<file path="src/rtl/pc_gen_if.sv">
// -----------------------------------------------------------------------------
// pc_gen_if
//   Bundle of every signal between the program-counter generator and the rest
//   of the fetch stage. clk and rstn are kept outside as plain ports.
//
//   Fields:
//     trap_valid, trap_vec       trap/exception redirect and its target
//     redir_valid, redir_addr    prioritised redirect channels; channel i's
//                                target is redir_addr[i*XLEN +: XLEN]
//     stall                      pipeline hazard stall
//     ras_push, ras_pop          the instruction at pc_o is a call / a return
//     ins_len2                   the instruction at pc_o is 16 bits long
//     pc_ready                   the fetch unit accepts pc_o
//     pc_o, pc_valid             the current fetch address and its valid
//     ras_empty, ras_full        return-address-stack occupancy flags
//
//   Modports:
//     master  the PC generator (drives pc_o, pc_valid and the RAS flags)
//     slave   the pipeline / fetch side that drives everything else
// -----------------------------------------------------------------------------
interface pc_gen_if #(
    parameter int unsigned XLEN      = 32,
    parameter int unsigned NUM_REDIR = 2
);
    logic                      trap_valid;
    logic [XLEN-1:0]           trap_vec;
    logic [NUM_REDIR-1:0]      redir_valid;
    logic [NUM_REDIR*XLEN-1:0] redir_addr;
    logic                      stall;
    logic                      ras_push;
    logic                      ras_pop;
    logic                      ins_len2;
    logic                      pc_ready;
    logic [XLEN-1:0]           pc_o;
    logic                      pc_valid;
    logic                      ras_empty;
    logic                      ras_full;

    modport master (
        input  trap_valid, trap_vec, redir_valid, redir_addr, stall,
               ras_push, ras_pop, ins_len2, pc_ready,
        output pc_o, pc_valid, ras_empty, ras_full
    );

    modport slave (
        output trap_valid, trap_vec, redir_valid, redir_addr, stall,
               ras_push, ras_pop, ins_len2, pc_ready,
        input  pc_o, pc_valid, ras_empty, ras_full
    );
endinterface

</file>
<file path="src/rtl/pc_gen.sv">
// -----------------------------------------------------------------------------
// pc_gen
//   Fetch-stage program-counter generator. Every clock edge it selects the next
//   fetch address from (highest priority first): trap vector, redirect channel
//   0 .. NUM_REDIR-1, stall hold, and on an accepted fetch either the
//   return-address-stack prediction or the sequential increment. It presents
//   the address to the I-fetch through a valid/ready handshake.
//
//   Ports:
//     clk    clock
//     rstn   asynchronous active-low reset
//     bus    pc_gen_if.master: redirect/stall/RAS hints in, pc_o/pc_valid and
//            RAS flags out
//
//   Parameters:
//     XLEN       address width
//     RESET_VEC  pc_o value held through reset and on the first valid cycle
//     NUM_REDIR  number of redirect channels, channel 0 has highest priority
//     RAS_DEPTH  return-address-stack entries (power of two, >= 2)
//     RVC_EN     1 allows a 2-byte increment for compressed instructions
// -----------------------------------------------------------------------------
module pc_gen #(
    parameter int unsigned     XLEN      = 32,
    parameter logic [XLEN-1:0] RESET_VEC = '0,
    parameter int unsigned     NUM_REDIR = 2,
    parameter int unsigned     RAS_DEPTH = 4,
    parameter bit              RVC_EN    = 1'b0
) (
    input  logic     clk,
    input  logic     rstn,
    pc_gen_if.master bus
);

    localparam int unsigned PTR_W = $clog2(RAS_DEPTH);
    localparam int unsigned CNT_W = PTR_W + 1;

    // Redirect targets are aligned to the smallest legal instruction size:
    // halfword with compressed support, word without it.
    localparam logic [XLEN-1:0] ALIGN_MASK = RVC_EN ? ~XLEN'(1) : ~XLEN'(3);

    // -------------------------------------------------------------------------
    // State
    // -------------------------------------------------------------------------
    logic [XLEN-1:0]  pc_q,    pc_d;
    logic             valid_q, valid_d;
    // ptr points at the next free slot; the top of stack is ptr-1 (mod depth).
    logic [PTR_W-1:0] ptr_q,   ptr_d;
    logic [CNT_W-1:0] cnt_q,   cnt_d;
    logic [XLEN-1:0]  ras_q [RAS_DEPTH];

    // RAS write port, decided in the next-state logic
    logic             ras_we;
    logic [PTR_W-1:0] ras_waddr;
    logic [XLEN-1:0]  ras_wdata;

    // -------------------------------------------------------------------------
    // Derived values
    // -------------------------------------------------------------------------
    logic             fire;
    logic             ras_is_empty;
    logic             ras_is_full;
    logic             pop_hit;
    logic [PTR_W-1:0] top_idx;
    logic [XLEN-1:0]  ras_top;
    logic [XLEN-1:0]  seq_pc;
    logic             redir_any;
    logic [XLEN-1:0]  redir_tgt;

    assign fire         = valid_q & bus.pc_ready;
    assign ras_is_empty = (cnt_q == '0);
    assign ras_is_full  = (cnt_q == CNT_W'(RAS_DEPTH));
    assign pop_hit      = bus.ras_pop & ~ras_is_empty;
    assign top_idx      = ptr_q - PTR_W'(1);
    assign ras_top      = ras_q[top_idx];
    assign redir_any    = |bus.redir_valid;

    // Sequential successor; natural modulo-2^XLEN wrap of the adder.
    assign seq_pc = pc_q + ((RVC_EN && bus.ins_len2) ? XLEN'(2) : XLEN'(4));

    // Lowest-numbered active channel wins: scanning downwards lets the lower
    // index overwrite any higher one found earlier.
    always_comb begin
        redir_tgt = '0;
        for (int i = int'(NUM_REDIR) - 1; i >= 0; i--) begin
            if (bus.redir_valid[i]) begin
                redir_tgt = bus.redir_addr[i*XLEN +: XLEN];
            end
        end
    end

    // -------------------------------------------------------------------------
    // Next-state logic
    // -------------------------------------------------------------------------
    // NOTE: every output of this block gets a default first, so no path can
    // leave a variable unassigned and infer a latch.
    always_comb begin
        pc_d      = pc_q;
        valid_d   = 1'b1;
        ptr_d     = ptr_q;
        cnt_d     = cnt_q;
        ras_we    = 1'b0;
        ras_waddr = ptr_q;
        ras_wdata = seq_pc;

        if (!valid_q) begin
            // First edge out of reset only raises pc_valid; RESET_VEC is
            // presented to fetch before anything may move the PC.
        end else if (bus.trap_valid) begin
            // Redirects flush the instruction at pc_o, so its RAS hints die.
            pc_d = bus.trap_vec & ALIGN_MASK;
        end else if (redir_any) begin
            pc_d = redir_tgt & ALIGN_MASK;
        end else if (bus.stall) begin
            // Hold PC and RAS.
        end else if (fire) begin
            if (pop_hit) begin
                pc_d = ras_top;
                if (bus.ras_push) begin
                    // Call-return in one instruction: swap the top in place.
                    ras_we    = 1'b1;
                    ras_waddr = top_idx;
                end else begin
                    ptr_d = ptr_q - PTR_W'(1);
                    cnt_d = cnt_q - CNT_W'(1);
                end
            end else begin
                // Also covers a pop on an empty stack: no prediction.
                pc_d = seq_pc;
                if (bus.ras_push) begin
                    // When full, ptr already points at the oldest entry, so
                    // the write overwrites it and the count saturates.
                    ras_we = 1'b1;
                    ptr_d  = ptr_q + PTR_W'(1);
                    if (!ras_is_full) begin
                        cnt_d = cnt_q + CNT_W'(1);
                    end
                end
            end
        end
    end

    // -------------------------------------------------------------------------
    // Registers
    // -------------------------------------------------------------------------
    // NOTE: state is updated with non-blocking assignments so every flop
    // samples the pre-edge values regardless of statement order.
    always_ff @(posedge clk or negedge rstn) begin
        if (!rstn) begin
            pc_q    <= RESET_VEC;
            valid_q <= 1'b0;
            ptr_q   <= '0;
            cnt_q   <= '0;
        end else begin
            pc_q    <= pc_d;
            valid_q <= valid_d;
            ptr_q   <= ptr_d;
            cnt_q   <= cnt_d;
        end
    end

    // NOTE: the stack storage has no reset; cnt_q gates every read, so stale
    // entries are never used and the array can map to plain registers/RAM.
    always_ff @(posedge clk) begin
        if (ras_we) begin
            ras_q[ras_waddr] <= ras_wdata;
        end
    end

    // -------------------------------------------------------------------------
    // Outputs
    // -------------------------------------------------------------------------
    assign bus.pc_o      = pc_q;
    assign bus.pc_valid  = valid_q;
    assign bus.ras_empty = ras_is_empty;
    assign bus.ras_full  = ras_is_full;

endmodule
</file>
<file path="src/flat_wrapper.sv">
// flat-port wrapper written by rule: the top's interface ports become plain ports
module pc_gen_flat 
#(
    parameter int unsigned     XLEN      = 32,
    parameter logic [XLEN-1:0] RESET_VEC = '0,
    parameter int unsigned     NUM_REDIR = 2,
    parameter int unsigned     RAS_DEPTH = 4,
    parameter bit              RVC_EN    = 1'b0
)
  (clk, rstn, bus_trap_valid, bus_trap_vec, bus_redir_valid, bus_redir_addr, bus_stall, bus_ras_push, bus_ras_pop, bus_ins_len2, bus_pc_ready, bus_pc_o, bus_pc_valid, bus_ras_empty, bus_ras_full);
  pc_gen_if #(.XLEN(XLEN), .NUM_REDIR(NUM_REDIR)) bus_i ();
  input  logic clk;
  input  logic rstn;
  input wire logic [$bits(bus_i.trap_valid)-1:0] bus_trap_valid;
  input wire logic [$bits(bus_i.trap_vec)-1:0] bus_trap_vec;
  input wire logic [$bits(bus_i.redir_valid)-1:0] bus_redir_valid;
  input wire logic [$bits(bus_i.redir_addr)-1:0] bus_redir_addr;
  input wire logic [$bits(bus_i.stall)-1:0] bus_stall;
  input wire logic [$bits(bus_i.ras_push)-1:0] bus_ras_push;
  input wire logic [$bits(bus_i.ras_pop)-1:0] bus_ras_pop;
  input wire logic [$bits(bus_i.ins_len2)-1:0] bus_ins_len2;
  input wire logic [$bits(bus_i.pc_ready)-1:0] bus_pc_ready;
  output wire logic [$bits(bus_i.pc_o)-1:0] bus_pc_o;
  output wire logic [$bits(bus_i.pc_valid)-1:0] bus_pc_valid;
  output wire logic [$bits(bus_i.ras_empty)-1:0] bus_ras_empty;
  output wire logic [$bits(bus_i.ras_full)-1:0] bus_ras_full;
  assign bus_i.trap_valid = bus_trap_valid;
  assign bus_i.trap_vec = bus_trap_vec;
  assign bus_i.redir_valid = bus_redir_valid;
  assign bus_i.redir_addr = bus_redir_addr;
  assign bus_i.stall = bus_stall;
  assign bus_i.ras_push = bus_ras_push;
  assign bus_i.ras_pop = bus_ras_pop;
  assign bus_i.ins_len2 = bus_ins_len2;
  assign bus_i.pc_ready = bus_pc_ready;
  assign bus_pc_o = bus_i.pc_o;
  assign bus_pc_valid = bus_i.pc_valid;
  assign bus_ras_empty = bus_i.ras_empty;
  assign bus_ras_full = bus_i.ras_full;
  pc_gen #(.XLEN(XLEN), .RESET_VEC(RESET_VEC), .NUM_REDIR(NUM_REDIR), .RAS_DEPTH(RAS_DEPTH), .RVC_EN(RVC_EN)) u_core (.clk(clk), .rstn(rstn), .bus(bus_i));
endmodule
</file>
<file path="config.mk">
export PLATFORM = sky130hd
export DESIGN_NAME = pc_gen_flat
export DESIGN_NICKNAME = d
export VERILOG_FILES = /design/src/rtl/pc_gen_if.sv /design/src/rtl/pc_gen.sv /design/src/flat_wrapper.sv
export SDC_FILE = /design/constraint.sdc
export NUM_CORES = 1
export LEC_CHECK = 0
export ABC_AREA = 0
export CORE_MARGIN = 1
export CORE_UTILIZATION = 48
export DETAILED_ROUTE_END_ITERATION = 10
export GPL_ROUTABILITY_DRIVEN = 0
export PLACE_DENSITY = 0.77
export SLEW_MARGIN = 20
export SYNTH_ARGS = -nofsm -noshare
export SYNTH_HDL_FRONTEND = slang
export SYNTH_SLANG_ARGS = --single-unit
</file>
<file path="constraint.sdc">
create_clock -name clk -period 4.4 [get_ports clk]
set_input_delay 0.88 -clock clk [delete_from_list [all_inputs] [get_ports clk]]
set_output_delay 0.88 -clock clk [all_outputs]
set_load 0.01 [all_outputs]
</file>
==> reports/metrics.csv <==
metric,value,unit
unrepaired setup endpoints after global routing,no,
R2R depth,5,
clock skew,7.516,ps
fin crit period,3043,ps
post-layout instance area,10120,um2
Area after DPL,9567,um2
sum of negative setup slack,0,ps
drt via density,6.220,
n_diodes,0,
Slew headroom,27.10,%
synth top area cells,"edfxtp_1 (49%), dfrtp_1 (12%), mux4_2 (9.1%), xnor2_1 (2.1%), a221oi_1 (1.9%)",
Synth Area per Inst,13.87,um2
worst reg2reg path endpoint,u_core.bus.pc_o[21],
pins over their slew limit,0,
final core utilization,63.24,%
Worst Setup SP,bus_redir_valid[1],
first-pass GRT wire length,32550,um
FP Rows,46,
"Clk Latency, worst-skew pair",420,ps
PD cells,415.4,nW/um2
sequential share of the synthesized area,60.55,%
fmax,0.3286,GHz
crit-path max FO,22,
mux cell area share after synthesis,9.496,%
Cell variety after synth,60,
warnings from Yosys,0,
antenna violations before repair,0,
number of flops mapped to enable cells by yosys,128,
Port Buffers,133,
post-CTS sizing,0,
Setup-failing EPs final,0,
Synth top area share,48.54,%
H-tree levels,4,
Top-Level Pins,141,
Clock transition at path regs,50,ps
Worst Setup End Kind,flop,
Starting DRT DRC Count,638,
drt drc,0,
met3 Use GR,4.967,%
largest net degree at the start of global routing,39,
Worst R2R Setup Slack,1570,ps
Synth Flop Type,edfxtp_1,
reg-to-reg startpoint,u_core.bus.pc_o[2],
Syn Nets,681,
Required @ worst endpoint,4480,ps
largest family of logic cells by synthesized area,compound AO/OA/AOI/OAI gates,
Power Total,4.203,mW
clock sink count,166,
Synth Area in Compound Gates,13.53,%
final HPWL from detailed placement,14360,um
Static Leak,3.471,nW
Worst Hold Class,input pin to async pin,
antenna violation net count after detailed routing,0,
total grt overflow,0,
grt met1 use,33.18,%
WL/cell,23.21,um
crit path capture,u_core.ras_q[0][28],
DIE AREA,17010,um2
Hold Buf Count CTS,0,
CTS max path bufs,2,
dpl ws,930.1,ps
Synth Area in Adders,0.7268,%
final cell count without fillers,936,
setup ws final,1357,ps
Max Cap Viol,0,
maximum VDD drop,0.3199,mV
met2 Resource Use GR,45.99,%
final count of hold timing violations,0,
Die Y,130.4,um
CTS tree,built,
status,completed,
share of synthesized flip-flops with an asynchronous set or reset,22.89,%
CP Launch Type,input pin,
GRT busiest layer,met2,
Mapped Area,7919,um2
drt first pass iters,5,
setup bufs post-CTS,0,
GRT Overall Usage,26.86,%
vias in the first global route,5776,
Clock Root Buffer,clkbuf_16,
XOR/XNOR Fraction of Synth Area,3.760,%
CORE AREA,16000,um2
Synth Area in Simple Gates,9.291,%
final net count,817,
Initial Utilization,49.49,%
worst slew pin tran,1084,ps
fin crit share,69.17,%
Mapped Cells,571,
Inst Count DP,904,
Fin Hold WS,462.0,ps
Die Wd,130.4,um
Yosys reg bits,166,
most frequent cell after synthesis,edfxtp_1,
Area Overhead vs Synth,27.78,%
Vias,5822,
CTS buffer count,17,
Fill cells,1193,
Post-Route WL,21720,um
share of cells above drive strength 1,14.03,%
Synth top cells by count,"edfxtp_1 (128), dfrtp_1 (38), nand2_1 (33), mux4_2 (32), clkbuf_1 (29)",
crit path DAT,3130,ps
"area leader, netlist",edfxtp_1,
critical path class,input pin to flop,
[cells in the final DEF, fill, tap and decap left out, types with 19 or more instances in the layout]
| cell | n |
|---|---|
| clkdlybuf4s50_1 | 132 |
| edfxtp_1 | 128 |
| dfrtp_1 | 37 |
| nand2_1 | 33 |
| mux4_2 | 32 |
| buf_4 | 25 |
| o21ai_0 | 23 |
| a21oi_1 | 22 |
| nor2_1 | 21 |
| xnor2_1 | 19 |
[worst max-delay path, cell delays in order]
cell	delay [ps]
clkdlybuf4s50_1	400
buf_4	190
or3_1	440
nor3b_1	230
buf_4	180
nand2_1	170
nor3b_4	250
buf_4	370
[state kept, by name (all words and copies together), names as in the netlist]
signal / count
u_core.bus.pc_o: 32
u_core.cnt_q: 3
u_core.ras_q: 128
u_core.ptr_q: 2
u_core.bus.pc_valid: 1
[how the worst min path moves through the flow]
stage | start | endpoint | slack [ps] | cells past startpoint
floorplan | u_core.cnt_q[2] | u_core.cnt_q[2] | 480 | 1
global placement | u_core.cnt_q[2] | u_core.cnt_q[2] | 500 | 1
detailed placement | u_core.cnt_q[2] | u_core.cnt_q[2] | 510 | 1
CTS | u_core.cnt_q[2] | u_core.cnt_q[2] | 520 | 1
global route | rstn | u_core.cnt_q[1] | 500 | 1
finish | rstn | u_core.cnt_q[1] | 460 | 1
[cells by family (layout without fill, tap and decap cells)]
| logic type | count (synthesis) | after routing |
|---|---|---|
| XOR/XNOR | 34 | 34 |
| multiplexers | 35 | 35 |
| flip-flops | 166 | 166 |
| other | 1 | 1 |
| buffers and inverters | 52 | 201 |
| adder cells (fa/ha/maj) | 4 | 4 |
| AND/OR/NAND/NOR | 137 | 137 |
| AO/OA/AOI/OAI | 142 | 142 |
[per-layer routing]
layer  wire [um]  vias up
li1            -     2558
met5           0        -
met1        8423     2914
met2       10960      301
met4         667        0
met3        1669       49
[layout make-up]
| class | instances | area (um2) | area share (%) |
|---|---|---|---|
| Sequential cell | 166 | 4796 | 47.40 |
| Multi-Input combinational cell | 353 | 2949 | 29.15 |
| Timing Repair Buffer | 157 | 1509 | 14.91 |
| Clock buffer | 26 | 469.2 | 4.637 |
| Tap cell | 216 | 270.3 | 2.671 |
| Clock inverter | 6 | 80.08 | 0.7914 |
| Inverter | 12 | 45.04 | 0.4452 |
[power by group]
part | total [mW] | internal [mW] | switching, mW
Clock | 1.40 | 0.847 | 0.552
Combinational | 0.865 | 0.459 | 0.405
Sequential | 1.94 | 1.79 | 0.153
Power figures use the tool's default switching activity.
